$ cat src/rtl/proc_pkg.sv
// Shared definitions for the main-memory port arbiter: word sizes, the
// read-owner encoding and the arbiter state set.
package proc_pkg;
  localparam int DATA_W = 16;
  localparam int ADDR_W = 12;

  typedef enum logic {
    OWN_CPU  = 1'b0,
    OWN_HOST = 1'b1
  } owner_e;

  typedef enum logic [1:0] {
    CPU_PRI    = 2'd0,
    HOST_FORCE = 2'd1,
    HOST_ONLY  = 2'd2
  } arb_state_e;
endpackage

$ cat src/rtl/mem_port_arbiter_if.sv
// One requester's memory port: request/write bundle towards the arbiter,
// grant and read-return back to the requester.
interface mem_port_arbiter_if #(
  parameter int ADDR_W = 12,
  parameter int DATA_W = 16
);
  logic              req;
  logic              we;
  logic [ADDR_W-1:0] addr;
  logic [DATA_W-1:0] wdata;
  logic              gnt;
  logic              rvalid;
  logic [DATA_W-1:0] rdata;

  modport master (output req, we, addr, wdata, input gnt, rvalid, rdata);
  modport slave  (input req, we, addr, wdata, output gnt, rvalid, rdata);
endinterface

$ cat src/rtl/mem_port_arbiter_rd_tag_pipe.sv
// RD_LAT-deep {valid, owner} shift pipe that follows each read through the RAM
// so the returning word can be steered to whoever issued it.
module rd_tag_pipe #(
  parameter int RD_LAT = 1
) (
  input  logic             clk,
  input  logic             rst,
  input  logic             i_vld,
  input  proc_pkg::owner_e i_own,
  output logic             o_vld,
  output proc_pkg::owner_e o_own
);
  logic [RD_LAT-1:0] r_vld;
  logic [RD_LAT-1:0] r_own;

  always_ff @(posedge clk or negedge rst) begin
    if (!rst) begin
      r_vld <= '0;
      r_own <= '0;
    end else begin
      r_vld[0] <= i_vld;
      r_own[0] <= i_own;
      for (int i = 1; i < RD_LAT; i++) begin
        r_vld[i] <= r_vld[i-1];
        r_own[i] <= r_own[i-1];
      end
    end
  end

  assign o_vld = r_vld[RD_LAT-1];
  assign o_own = proc_pkg::owner_e'(r_own[RD_LAT-1]);
endmodule

$ cat src/rtl/mem_port_arbiter.sv
// Single-port RAM arbiter between the CPU control path and the host loader,
// with host anti-starvation and host-exclusive access while the CPU is halted.
module mem_port_arbiter #(
  parameter int ADDR_W     = proc_pkg::ADDR_W,
  parameter int DATA_W     = proc_pkg::DATA_W,
  parameter int RD_LAT     = 1,
  parameter int STARVE_MAX = 4
) (
  input  logic              clk,
  input  logic              rst,
  mem_port_arbiter_if.slave cpu,
  mem_port_arbiter_if.slave host,
  input  logic              cpu_halted,
  output logic              ram_en,
  output logic              ram_we,
  output logic [ADDR_W-1:0] ram_addr,
  output logic [DATA_W-1:0] ram_wdata,
  input  logic [DATA_W-1:0] ram_rdata,
  output logic              starve_evt
);
  import proc_pkg::*;

  localparam logic [3:0] CNT_MAX = 4'(STARVE_MAX);

  arb_state_e        r_state;
  logic [3:0]        r_cnt;
  logic              r_starve_evt;
  logic              r_cpu_rvalid;
  logic              r_host_rvalid;
  logic [DATA_W-1:0] r_cpu_rdata;
  logic [DATA_W-1:0] r_host_rdata;

  logic       w_cpu_gnt;
  logic       w_host_gnt;
  logic [3:0] w_cnt_next;
  logic       w_tag_vld;
  owner_e     w_tag_own;

  always_comb begin
    w_cpu_gnt  = 1'b0;
    w_host_gnt = 1'b0;
    case (r_state)
      CPU_PRI: begin
        w_cpu_gnt  = cpu.req;
        w_host_gnt = host.req & ~cpu.req;
      end
      HOST_FORCE: begin
        w_host_gnt = host.req;
        w_cpu_gnt  = cpu.req & ~host.req;
      end
      HOST_ONLY:  w_host_gnt = host.req;
      default:    w_cpu_gnt  = 1'b0;
    endcase
  end

  // Counts consecutive denied host cycles; any grant or withdrawal restarts it.
  always_comb begin
    if (!host.req || w_host_gnt)
      w_cnt_next = '0;
    else if (r_cnt == CNT_MAX)
      w_cnt_next = r_cnt;
    else
      w_cnt_next = r_cnt + 4'd1;
  end

  always_ff @(posedge clk or negedge rst) begin
    if (!rst) begin
      r_state      <= CPU_PRI;
      r_cnt        <= '0;
      r_starve_evt <= 1'b0;
    end else begin
      r_cnt        <= w_cnt_next;
      // Registered, so the pulse lands in the cycle after the forced grant.
      r_starve_evt <= (r_state == HOST_FORCE) && w_host_gnt;
      case (r_state)
        CPU_PRI: begin
          if (cpu_halted)
            r_state <= HOST_ONLY;
          else if (w_cnt_next == CNT_MAX)
            r_state <= HOST_FORCE;
        end
        HOST_FORCE: r_state <= cpu_halted ? HOST_ONLY : CPU_PRI;
        HOST_ONLY:  if (!cpu_halted) r_state <= CPU_PRI;
        default:    r_state <= CPU_PRI;
      endcase
    end
  end

  assign ram_en    = w_cpu_gnt | w_host_gnt;
  assign ram_we    = w_host_gnt ? host.we : (w_cpu_gnt & cpu.we);
  assign ram_addr  = w_host_gnt ? host.addr  : cpu.addr;
  assign ram_wdata = w_host_gnt ? host.wdata : cpu.wdata;

  rd_tag_pipe #(.RD_LAT(RD_LAT)) u_tag_pipe (
    .clk   (clk),
    .rst   (rst),
    .i_vld (ram_en & ~ram_we),
    .i_own (w_host_gnt ? OWN_HOST : OWN_CPU),
    .o_vld (w_tag_vld),
    .o_own (w_tag_own)
  );

  // Read return stage: capture RAM data for the tagged owner only.
  always_ff @(posedge clk or negedge rst) begin
    if (!rst) begin
      r_cpu_rvalid  <= 1'b0;
      r_host_rvalid <= 1'b0;
      r_cpu_rdata   <= '0;
      r_host_rdata  <= '0;
    end else begin
      r_cpu_rvalid  <= w_tag_vld && (w_tag_own == OWN_CPU);
      r_host_rvalid <= w_tag_vld && (w_tag_own == OWN_HOST);
      if (w_tag_vld && (w_tag_own == OWN_CPU))
        r_cpu_rdata <= ram_rdata;
      if (w_tag_vld && (w_tag_own == OWN_HOST))
        r_host_rdata <= ram_rdata;
    end
  end

  assign cpu.gnt     = w_cpu_gnt;
  assign host.gnt    = w_host_gnt;
  assign cpu.rvalid  = r_cpu_rvalid;
  assign host.rvalid = r_host_rvalid;
  assign cpu.rdata   = r_cpu_rdata;
  assign host.rdata  = r_host_rdata;
  assign starve_evt  = r_starve_evt;
endmodule

$ cat src/flat_wrapper.sv
// flat-port wrapper written by rule: the top's interface ports become plain ports
module mem_port_arbiter_flat import proc_pkg::*;
#(
  parameter int ADDR_W     = proc_pkg::ADDR_W,
  parameter int DATA_W     = proc_pkg::DATA_W,
  parameter int RD_LAT     = 1,
  parameter int STARVE_MAX = 4
)
  (clk, rst, cpu_halted, ram_en, ram_we, ram_addr, ram_wdata, ram_rdata, starve_evt, cpu_req, cpu_we, cpu_addr, cpu_wdata, cpu_gnt, cpu_rvalid, cpu_rdata, host_req, host_we, host_addr, host_wdata, host_gnt, host_rvalid, host_rdata);
  mem_port_arbiter_if #(.ADDR_W(ADDR_W), .DATA_W(DATA_W)) cpu_i ();
  mem_port_arbiter_if #(.ADDR_W(ADDR_W), .DATA_W(DATA_W)) host_i ();
  input  logic clk;
  input  logic rst;
  input  logic cpu_halted;
  output logic ram_en;
  output logic ram_we;
  output logic [ADDR_W-1:0] ram_addr;
  output logic [DATA_W-1:0] ram_wdata;
  input  logic [DATA_W-1:0] ram_rdata;
  output logic starve_evt;
  input wire logic [$bits(cpu_i.req)-1:0] cpu_req;
  input wire logic [$bits(cpu_i.we)-1:0] cpu_we;
  input wire logic [$bits(cpu_i.addr)-1:0] cpu_addr;
  input wire logic [$bits(cpu_i.wdata)-1:0] cpu_wdata;
  output wire logic [$bits(cpu_i.gnt)-1:0] cpu_gnt;
  output wire logic [$bits(cpu_i.rvalid)-1:0] cpu_rvalid;
  output wire logic [$bits(cpu_i.rdata)-1:0] cpu_rdata;
  input wire logic [$bits(host_i.req)-1:0] host_req;
  input wire logic [$bits(host_i.we)-1:0] host_we;
  input wire logic [$bits(host_i.addr)-1:0] host_addr;
  input wire logic [$bits(host_i.wdata)-1:0] host_wdata;
  output wire logic [$bits(host_i.gnt)-1:0] host_gnt;
  output wire logic [$bits(host_i.rvalid)-1:0] host_rvalid;
  output wire logic [$bits(host_i.rdata)-1:0] host_rdata;
  assign cpu_i.req = cpu_req;
  assign cpu_i.we = cpu_we;
  assign cpu_i.addr = cpu_addr;
  assign cpu_i.wdata = cpu_wdata;
  assign cpu_gnt = cpu_i.gnt;
  assign cpu_rvalid = cpu_i.rvalid;
  assign cpu_rdata = cpu_i.rdata;
  assign host_i.req = host_req;
  assign host_i.we = host_we;
  assign host_i.addr = host_addr;
  assign host_i.wdata = host_wdata;
  assign host_gnt = host_i.gnt;
  assign host_rvalid = host_i.rvalid;
  assign host_rdata = host_i.rdata;
  mem_port_arbiter #(.ADDR_W(ADDR_W), .DATA_W(DATA_W), .RD_LAT(RD_LAT), .STARVE_MAX(STARVE_MAX)) u_core (.clk(clk), .rst(rst), .cpu(cpu_i), .host(host_i), .cpu_halted(cpu_halted), .ram_en(ram_en), .ram_we(ram_we), .ram_addr(ram_addr), .ram_wdata(ram_wdata), .ram_rdata(ram_rdata), .starve_evt(starve_evt));
endmodule
$ cat config.mk
export PLATFORM = sky130hd
export DESIGN_NAME = mem_port_arbiter_flat
export DESIGN_NICKNAME = d
export VERILOG_FILES = /design/src/rtl/proc_pkg.sv /design/src/rtl/mem_port_arbiter_if.sv /design/src/rtl/mem_port_arbiter_rd_tag_pipe.sv /design/src/rtl/mem_port_arbiter.sv /design/src/flat_wrapper.sv
export SDC_FILE = /design/constraint.sdc
export NUM_CORES = 1
export LEC_CHECK = 0
export ABC_AREA = 0
export CAP_MARGIN = 20
export CORE_ASPECT_RATIO = 1.5
export CORE_MARGIN = 2
export CORE_UTILIZATION = 35
export CTS_CLUSTER_SIZE = 20
export DETAILED_ROUTE_END_ITERATION = 10
export GPL_TIMING_DRIVEN = 0
export PLACE_DENSITY_LB_ADDON = 0.08
export SLEW_MARGIN = 15
export SYNTH_ARGS = -nofsm -noshare
export SYNTH_HDL_FRONTEND = slang
export SYNTH_HIERARCHICAL = 1
export SYNTH_SLANG_ARGS = --single-unit
$ cat constraint.sdc
create_clock -name clk -period 4.9 [get_ports clk]
set_clock_uncertainty 0.1 [all_clocks]
set_input_delay 0.98 -clock clk [delete_from_list [all_inputs] [get_ports clk]]
set_output_delay 0.98 -clock clk [all_outputs]
set_load 0.02 [all_outputs]
# Word level (Yosys, flattened, before mapping)

Cells that the tools add are included.
W data, S select, Z words.

$add $sub $neg: 1
Eq/ne operators: 6
Muxes and demuxes: 13
Bitwise operators: 9
Reductions and logical operators: 8

Operator list:

| operator              | count |
|---|---|
| $mux W16              | 1 |
| $mux W12              | 1 |
| $eq A4 B3 Y1 const B  | 2 |
| $mux W2               | 4 |
| $mux W4               | 2 |
| $pmux W2 S3           | 1 |
| $add A4 B1 Y4 const B | 1 |
| $and A1 B1 Y1         | 4 |
| $not A1 Y1            | 4 |
| $pmux W1 S2           | 2 |
| $logic_and A1 B1 Y1   | 3 |
| $ne A3 B2 Y1 const B  | 1 |
| $eq A2 B1 Y1 const B  | 1 |
| $eq A2 B2 Y1 const B  | 1 |
| $logic_not A2 Y1      | 1 |
| $mux W1               | 2 |
| $ne A2 B2 Y1 const B  | 1 |
| $reduce_and A2 Y1     | 1 |
| $reduce_or A2 Y1      | 1 |
| $logic_not A1 Y1      | 1 |
| $logic_or A1 B1 Y1    | 1 |
| $or A1 B1 Y1          | 1 |

Bits in registers: 43
Bits of input ports: 79
Output and inout bits: 67
Logic and storage cells: 46

# Logic depth before layout (Yosys ltp)

Gate-level depths: netlist of run 1.

Depth in word-level cells: 9
Gate-level depth with buffers: 7

# Hierarchy

Netlist of run 1, hierarchy kept.

Modules (own cells, without submodules):

| module           | instances | cells each | area an instance (um^2) |
|---|---|---|---|
| mem_port_arbiter | 1         | 162        | 2105.8 |
| rd_tag_pipe      | 1         | 2          | 50.0 |

# Worst setup path after synthesis of run 1

OpenSTA, ideal clock, no wires.

Path kind: input-to-output
Start: in host_req
End: out ram_we
Data arrival time: 1.840 ns
Path slack: 1.980 ns
Stages: 5
Path through: nand2b_1 o21bai_1 buf_4 mux2i_1 a21oi_1

Cells in the longest elaborated chain, start to end: 5
Elaborated cells on any way between the ends: 7
Classes of those cells: 3 x mux; 4 x bitwise

RTL lines:

| item            | line                   | text |
|---|---|---|
| start, declared | flat_wrapper.sv:28     | `input wire logic [$bits(host_i.req)-1:0] host_req;` |
| $not A1 Y1      | mem_port_arbiter.sv:49 | `w_cpu_gnt = cpu.req & ~host.req;` |
| $and A1 B1 Y1   | mem_port_arbiter.sv:49 |  |
| $pmux W1 S2     | mem_port_arbiter.sv:42 | `case (r_state)` |
| $and A1 B1 Y1   | mem_port_arbiter.sv:90 | `assign ram_we = w_host_gnt ? host.we : (w_cpu_gnt & cpu.we);` |
| $mux W1 *       | mem_port_arbiter.sv:90 |  |
| end, declared   | flat_wrapper.sv:16     | `output logic ram_we;` |

Every way passes the cells marked *; elsewhere a longest branch is shown, timed or not.

# Worst setup path in the final report of run 1

Start: in cpu_req
End: out ram_wdata[5]

Cells in the longest elaborated chain, start to end: 4

RTL lines:

| item            | line                   | text |
|---|---|---|
| start, declared | flat_wrapper.sv:21     | `input wire logic [$bits(cpu_i.req)-1:0] cpu_req;` |
| $not A1 Y1      | mem_port_arbiter.sv:45 | `w_host_gnt = host.req & ~cpu.req;` |
| $and A1 B1 Y1   | mem_port_arbiter.sv:45 |  |
| $pmux W1 S2     | mem_port_arbiter.sv:42 |  |
| $mux W16        | mem_port_arbiter.sv:92 | `assign ram_wdata = w_host_gnt ? host.wdata : cpu.wdata;` |
| end, declared   | flat_wrapper.sv:18     | `output logic [DATA_W-1:0] ram_wdata;` |

No other way between the ends.

==> out/qor.yml, run 1 <==
clock_tree:
  clk_pin_slew_ps: 80
  cts_buffer_depth: 2
  cts_sinks: 43
  numCtsBuffers: 5
  htree_levels: 2
  cts_tree: "done"
  cts_setup_buffers: 0
  ctsHoldBuffers: 0
  cts_resized: 0
  cts-root-buf: "clkbuf_8"
  clk_latency_ps: 300
die:
  num_rows: 35
  core_um2: 6040
  die-height_um: 100
  start_util_pct: 35.7
  io_pins: 146
  fp.dieW_um: 68.1
  dieArea_um2: 6820
sta:
  rsz0062_at_grt: "no"
  final.setup.tns_ps: 0
  setup_viol: 0
  tightest_slew_ps: 439
  period_share_pct: 84.1
  slew_violations: 0
  fmax_mhz: 243
  min_period_ps: 4120
  slew-limit-headroom_pct: 70.7
  hold_ws_ps: 407
  hold_viol_final: 0
final_layout:
  final_cell_mix: "144 x clkdlybuf4s50_1, 60 x mux2_2, 43 x dfrtp_1"
  drive_above_1_share_pct: 25.2
  syn2layout_area_growth_pct: 77.5
  final_common_cell: "clkdlybuf4s50_1"
  antenna_cells: 0
  fin_nets: 402
  layout.cells.non_filler: 392
pwr:
  leakagePower_nw: 1.59
  peakVddDrop_mv: 0.177
  p_per_area_nw_per_um2: 514
placement:
  portBuffers: 145
  dpl.hpwl_um: 5470
  gp_congestion: 0.835
  place_inst: 384
logic_synthesis:
  synth_fp_nets: 249
  synthCells: 164
  yosysTopAreaCell: "dfrtp_1"
  syn_avg_cell_area_um2: 13.1
  yosys_warnings: 6
  yosysTopAreaCellShare_pct: 49.9
  yosysSeqAreaShare_pct: 49.9
  synth_cell_type_count: 26
  synth-seq-cells: 43
  syn-cell-area_um2: 2160
  ys_top_cells_by_area: "dfrtp_1 50%, mux2_2 31%, ha_1 3.5%, inv_1 1.7%, o311ai_4 1.2%"
global_routing:
  grt_pass1_wl_um: 10200
  grt_pass1_vias: 2043
  track_usage_pct: 20.5
  grt_max_degree: 27
  grt_overflow: 0
  antenna_found_initial: 0
detailed_routing:
  ant_nets: 0
  drc: 0
  post_drt_wl_per_cell_um: 16.7
  routed_via_density: 4.76
  firstDrtPassIters: 4
  drtIter0Drc: 75
  num_vias: 1867
  wl_um: 6560
worst_setup_path:
  cp-start-kind: "input port"
  rrSetupSlack_ps: 2930
  rr_worst_depth: 7
  worstSetupPathType: "in -> out"
  arrival_ps: 3040
  cp.required_ps: 3820
  endpoint_kind: "primary output"
  critPathMaxFanout: 10
  rr_endpoint: "u_core/u_tag_pipe/o_vld$_DFF_PN0_"
  r2r_start: "u_core/r_state[0]$_DFFE_PN0P_"
worst_hold_path:
  hold_end: "u_core/host.rdata[4]$_DFFE_PN0P_"
  hold_depth: 1
  min_path_type: "reg -> reg"
  hold_start: "u_core/host.rdata[4]$_DFFE_PN0P_"
run_status:
  outcome: "complete, no violations"
job:
  drv_cap: 0
==> sequential cells by signal (all words and copies together) (netlist names), 2 cells and up <==
signal / cells
u_core/r_cnt: 4
u_core/host.rdata: 16
u_core/r_state: 2
u_core/cpu.rdata: 16
==> logic make-up (layout without fill, tap and decap cells) <==
| logic type | after synthesis | in the layout | synth area share [%] |
|---|---|---|---|
| and+or+nand+nor | 23 | 23 | 5.57 |
| AOI/OAI and AO/OA | 14 | 14 | 5.57 |
| adders and majority gates | 6 | 6 | 3.48 |
| buffers and inverters | 16 | 170 | 3.25 |
| DFF | 43 | 43 | 49.9 |
| xor gates and xnor gates | 1 | 1 | 0.406 |
| muxes | 61 | 61 | 31.8 |
==> area by class of cell <==
class                      instances  area (um^2)
buffer                             6         32.5
clock buffer                       5         68.8
clock inverter                     3         43.8
fill                             491         2220
inverter                          10         37.5
multi-input combinational        105         1010
sequential                        43         1080
tap                               74         92.6
timing repair buffer             146         1470
==> layer usage <==
metal	share of wire, %	vias to the layer above	global-route usage [%]	wire length (um)
li1	-	882	-	-
met1	36	877	21.6	2380
met2	53	92	36.7	3480
met3	7.5	16	6.05	490
met4	3.2	0	8.62	208
met5	0	-	0	0
==> metrics by stage <==
step	total power [mW]	setup WS (ps)	util [%]	area, um^2
2_1_floorplan	1.17	1980	-	2160
3_5_place_dp	1.71	773	61.5	3710
4_1_cts	1.99	756	63.3	3830
6_report	1.97	777	63.3	3830
3_3_place_gp	1.69	804	61.2	3700
5_1_grt	2.08	685	63.3	3830
==> worst max path at each step <==
stage | to | slack, ps | startpoint | cells after the start
2_1_floorplan | ram_we | 1980 | host_req | 5
3_3_place_gp | ram_wdata[5] | 800 | cpu_req | 6
3_5_place_dp | ram_wdata[5] | 770 | cpu_req | 6
4_1_cts | ram_wdata[5] | 760 | cpu_req | 6
5_1_grt | ram_wdata[5] | 690 | cpu_req | 6
6_report | ram_wdata[5] | 780 | cpu_req | 6
==> worst max-delay path: stages <==
cell and delay, ps:
clkdlybuf4s50_1 540, nor2b_1 70, o21bai_1 220, buf_2 290, mux2_2 370, clkdlybuf4s50_1 570
==> report_power, final <==
part	leakage [nW]	total, mW	internal [mW]	switching, mW
Sequential	0.522	0.583	0.507	0.0768
Clock	0.0581	0.274	0.152	0.122
Combinational	1.01	1.11	0.597	0.511
==> cell usage after synthesis <==
master / count
nor2b_1: 3
and2_1: 2
nor2_1: 5
nand2b_1: 2
xnor2_1: 1
a32o_2: 1
nand2b_2: 1
o21bai_1: 2
inv_1: 10
nor3_1: 2
mux2_2: 60
nand2_1: 4
o21ai_0: 4
buf_2: 5
nand3_1: 2
ha_1: 6
dfrtp_1: 43
a222oi_1: 1
nand4_1: 1
mux2i_1: 1
nand3b_1: 1
a21oi_1: 3
o21a_1: 1
buf_4: 1
o311ai_4: 1
a2111oi_2: 1
No activity file was read; power rests on OpenSTA's default activity.
==> inputs of run 2 (changes only) <==
- CORE_UTILIZATION: 35 -> 32
- clock period: 4.9 -> 3.7 ns (I/O delays scaled with it)
==> run 2 against run 1 <==
- combinational power increased by 32%
- die area up 8.9%
- first-iteration DRC count is 31% lower
- count of clock-buffer cells in the layout did not move
- critical endpoint is now ram_wdata[8]
- core utilization down 5.0 points
- critical path depth unchanged
- setup slack worse by 660 ps
==> out/qor.yml, run 2 (synthesis gave the netlist of run 1 again) <==
final_layout:
  syn2layout_area_growth_pct: 76.8
  layout.cells.non_filler: 394  # +0.51%
  final_area_um2: 3810  # -0.42%
  final_common_cell: "clkdlybuf4s50_1"
  drive_above_1_share_pct: 25.2  # unchanged
  fill_cells: 570  # +16%
  antenna_cells: 0  # unchanged
  final_cell_mix: "144 x clkdlybuf4s50_1, 60 x mux2_2, 43 x dfrtp_1"
  fin_nets: 402  # unchanged
  final_util_pct: 58.4  # -5.0 points
worst_setup_path:
  worstSetupPathType: "in -> out"
  cp.required_ps: 2860  # -960 ps
  rr_worst_depth: 6  # -1
  rrSetupSlack_ps: 1800  # -1130 ps
  cp-start-kind: "input port"
  arrival_ps: 2740  # -300 ps
  r2r_start: "u_core/r_state[0]$_DFFE_PN0P_"
  endpoint_kind: "primary output"
  critPathMaxFanout: 10  # unchanged
  cp-startpoint: "cpu_req"
clock_tree:
  cts_setup_buffers: 0  # unchanged
  numCtsBuffers: 5  # unchanged
  cts_buffer_depth: 2  # unchanged
  cts-root-buf: "clkbuf_8"
  clk_latency_ps: 290  # about the same
  htree_levels: 2  # unchanged
  cts_sinks: 43  # unchanged
  cts_tree: "done"
  clk_pin_slew_ps: 80  # about the same
worst_hold_path:
  min_path_type: "in -> async"
job:
  drv_cap: 0  # unchanged
die:
  dieArea_um2: 7420  # +8.9%
  die-height_um: 105  # +4.4%
  io_pins: 146  # unchanged
  fp.dieW_um: 71.0  # +4.3%
  core_um2: 6530  # +8.1%
  num_rows: 36  # +2.9%
  start_util_pct: 33.0  # -2.7 points
pwr:
  total_power_mw: 2.52  # +28%
  peakVddDrop_mv: 0.287  # +62%
  p_per_area_nw_per_um2: 660  # +28%
  leakagePower_nw: 1.57  # -0.97%
global_routing:
  grt_overflow: 0  # unchanged
  grt_max_degree: 30  # +11%
  grt_pass1_vias: 1987  # -2.7%
  track_usage_pct: 16.0  # -4.6 points
  antenna_found_initial: 0  # unchanged
  grt_pass1_wl_um: 9390  # -7.9%
detailed_routing:
  routed_via_density: 4.80  # +0.72%
  drc: 0  # unchanged
  firstDrtPassIters: 4  # unchanged
  drtIter0Drc: 52  # -31%
  num_vias: 1890  # +1.2%
  post_drt_wl_per_cell_um: 14.7  # -12%
  ant_nets: 0  # unchanged
  wl_um: 5800  # -12%
sta:
  tightest_slew_ps: 372  # -67.4 ps
  slew-limit-headroom_pct: 75.1  # +4.4 points
  hold_viol_final: 0  # unchanged
  hold_ws_ps: 238  # -169 ps
  fmax_mhz: 279
  min_period_ps: 3580
  slew_violations: 0  # unchanged
  final.setup.tns_ps: 0  # unchanged
  setup_viol: 0  # unchanged
  rsz0062_at_grt: "no"
  period_share_pct: 96.9
  worst_slack_ps: 115  # -662 ps
placement:
  dpl.hpwl_um: 4870  # -11%
  place_inst: 386  # +0.52%
  gp_congestion: 0.786  # -5.9%
  dp_slack_ps: 67.0  # -706 ps
  portBuffers: 145  # unchanged
  post_dp_cell_area_um2: 3720  # about the same
run_status:
  outcome: "complete, no violations"
## run 2: cell count changes in the layout (fill, tap and decap cells not counted)
cell and change:
clkinv_4 -1, clkinvlp_4 +2, bufinv_16 -1, buf_2 -2, clkbuf_4 +2
## run 2: worst max-delay path: stages
cell	delay (ps)
clkdlybuf4s50_1	540
nor2b_1	60
o21bai_1	210
clkbuf_4	270
mux2_2	350
clkdlybuf4s50_1	570
## run 2: path summary, 6_finish.rpt
kind                                                    endpoint
min in group clk                 u_core/cpu.rdata[9]$_DFFE_PN0P_
worst min-delay path                u_core/host.rvalid$_DFF_PN0_
worst max-delay path                                ram_wdata[8]
worst min register to register   u_core/cpu.rdata[9]$_DFFE_PN0P_
worst max register to register     u_core/r_state[0]$_DFFE_PN0P_
max in group asynchronous       u_core/cpu.rdata[12]$_DFFE_PN0P_
## run 2: layer usage
layer  track usage [%]  wire length [um]
met4              5.26               101
met1              17.8              2120
met3              6.59               647
met5                 0                 0
met2              27.2              2930
## run 2: area by class of cell
cell class,count,area (um^2),share of cell area (%)
buffer,6,37.5,0.985
clock buffer,5,68.8,1.81
clock inverter,3,20.0,0.525
inverter,10,37.5,0.985
multi-input combinational,105,1010,26.5
sequential,43,1080,28.2
tap,76,95.1,2.50
timing repair buffer,146,1470,38.5
## run 2: what timing repair did
action | 4_1_cts | 5_1_grt
setup endpoints to repair | 0 | 12
gates resized for setup | 0 | 2
hold buffers | 0 | 0
## run 2: power by group
part | total [mW] | internal, mW | switching [mW]
Combinational | 1.46 | 0.793 | 0.663
Sequential | 0.771 | 0.671 | 0.0997
Clock | 0.289 | 0.131 | 0.158
==> inputs of run 3 (changes only) <==
- PLACE_DENSITY_LB_ADDON: 0.08 -> 0.1
==> run 3 against run 2 <==
- worst hold slack lost 35 ps
- critical path type unchanged
- sequential cell count is the same
- critical endpoint is now ram_addr[10]
- clock power grew 20%
- setup slack lost 46 ps
- register-to-register slack lost 50 ps
- highest routed layer unchanged
- wire length grew 2.8%
- critical path depth is the same
==> out/qor.yml, run 3 (synthesis gave the netlist of run 1 again) <==
detailed_routing:
  routed_via_density: 4.83  # +0.63%
  drc: 0  # unchanged
  ant_nets: 0  # unchanged
  wl_um: 5960  # +2.8%
  num_vias: 1897  # +0.37%
  drtIter0Drc: 70  # +35%
  firstDrtPassIters: 4  # unchanged
  post_drt_wl_per_cell_um: 15.2  # +3.1%
worst_setup_path:
  cp-start-kind: "input port"
  worstSetupPathType: "in -> out"
  critPathMaxFanout: 10  # unchanged
  rr_worst_depth: 7  # +1
  rr_endpoint: "u_core/u_tag_pipe/o_vld$_DFF_PN0_"
  endpoint_kind: "primary output"
  cp.required_ps: 2860  # about the same
  arrival_ps: 2790  # +50 ps
  cp-startpoint: "cpu_req"
  rrSetupSlack_ps: 1750  # -50 ps
  r2r_start: "u_core/r_state[0]$_DFFE_PN0P_"
final_layout:
  drive_above_1_share_pct: 24.6  # -0.55 points
  antenna_cells: 0  # unchanged
  final_common_cell: "clkdlybuf4s50_1"
  layout.cells.non_filler: 393  # -0.25%
  syn2layout_area_growth_pct: 77.4
  fin_nets: 402  # unchanged
  final_cell_mix: "144 x clkdlybuf4s50_1, 60 x mux2_2, 43 x dfrtp_1"
  fill_cells: 552  # -3.2%
pwr:
  p_per_area_nw_per_um2: 673  # +2.0%
  peakVddDrop_mv: 0.297  # +3.6%
  total_power_mw: 2.57  # +2.3%
  leakagePower_nw: 1.58  # +0.71%
sta:
  period_share_pct: 98.1  # +1.2 points
  slew_violations: 0  # unchanged
  worst_slack_ps: 69.2  # -46.0 ps
  hold_viol_final: 0  # unchanged
  tightest_slew_ps: 395  # +22.9 ps
  fmax_mhz: 275  # -1.3%
  min_period_ps: 3630  # +46.0 ps
  setup_viol: 0  # unchanged
  slew-limit-headroom_pct: 73.6  # -1.5 points
clock_tree:
  ctsHoldBuffers: 0  # unchanged
  htree_levels: 2  # unchanged
  cts_setup_buffers: 0  # unchanged
  numCtsBuffers: 5  # unchanged
  clk_latency_ps: 280  # about the same
  cts_resized: 0  # unchanged
  cts-root-buf: "clkbuf_8"
  clk_pin_slew_ps: 80  # about the same
  cts_sinks: 43  # unchanged
  cts_tree: "done"
  cts_buffer_depth: 2  # unchanged
placement:
  portBuffers: 145  # unchanged
  place_inst: 386  # unchanged
  dpl.hpwl_um: 4880  # +0.20%
  dp_slack_ps: 53.3  # -13.7 ps
  gp_congestion: 0.748  # -4.8%
die:
  io_pins: 146  # unchanged
  core_um2: 6530  # unchanged
  num_rows: 36  # unchanged
  dieArea_um2: 7420  # unchanged
  fp.dieW_um: 71.0  # unchanged
  start_util_pct: 33.0  # unchanged
  die-height_um: 105  # unchanged
global_routing:
  antenna_found_initial: 0  # unchanged
  grt_overflow: 0  # unchanged
  track_usage_pct: 16.4  # +0.47 points
  grt_max_degree: 36  # +20%
  grt_pass1_vias: 2121  # +6.7%
  grt_pass1_wl_um: 9830  # +4.6%
worst_hold_path:
  min_path_type: "in -> async"
run_status:
  outcome: "complete, no violations"
job:
  drv_cap: 0  # unchanged
-- run 3: cell types whose count changed in the layout (fill, tap and decap cells not counted) --
cell,previous run,this run
bufinv_16,0,1
clkinvlp_4,2,0
clkinv_2,1,0
clkbuf_1,0,1
-- run 3: final cells by class --
cell class	count	area (um^2)	area share, %
plain buffers	6	37.5	0.981
clock buffers	6	72.6	1.90
clock inverters	1	30.0	0.785
inverters	10	37.5	0.981
multi-input cells	105	1010	26.4
flip-flops and latches	43	1080	28.1
well taps	76	95.1	2.49
repair buffers	146	1470	38.3
-- run 3: routing by layer --
metal | wire (um) | part of all wire, % | GRT usage, % | vias to the layer above
met5 | 0 | 0 | 0 | -
met4 | 47 | 0.79 | 4.04 | 0
met3 | 632 | 11 | 6.69 | 4
met2 | 3050 | 51 | 29.6 | 110
met1 | 2230 | 37 | 17.6 | 897
li1 | - | - | - | 886
-- run 3: worst max-delay path, cell delays in order --
cell and delay, ps:
clkdlybuf4s50_1 540, nor2b_1 70, o21bai_1 240, clkbuf_4 290
mux2_2 350, clkdlybuf4s50_1 560
-- run 3: power breakdown --
group | internal (mW) | total (mW) | switching, mW
registers | 0.671 | 0.776 | 0.105
logic | 0.793 | 1.45 | 0.659
clock network | 0.198 | 0.346 | 0.148
total | 1.66 | 2.57 | 0.913
-- run 3: through the flow --
stage / hold WS, ps / util, % / area [um^2] / setup TNS, ps
global placement: 387 / 56.7 / 3700 / 0
CTS: 198 / 58.5 / 3820 / 0
floorplan: 344 / - / 2160 / 0
global route: 204 / 58.6 / 3820 / -1.29
detailed placement: 393 / 56.9 / 3720 / 0
finish: 204 / 58.6 / 3820 / 0
-- run 3: worst max-delay path by stage --
| stage | end | slack (ps) | cells past startpoint |
|---|---|---|---|
| global route | ram_addr[10] | -1 | 6 |
| global placement | ram_addr[10] | 50 | 6 |
| finish | ram_addr[10] | 70 | 6 |
| CTS | ram_addr[10] | 40 | 6 |
| detailed placement | ram_addr[10] | 50 | 6 |
| floorplan | ram_we | 1260 | 5 |
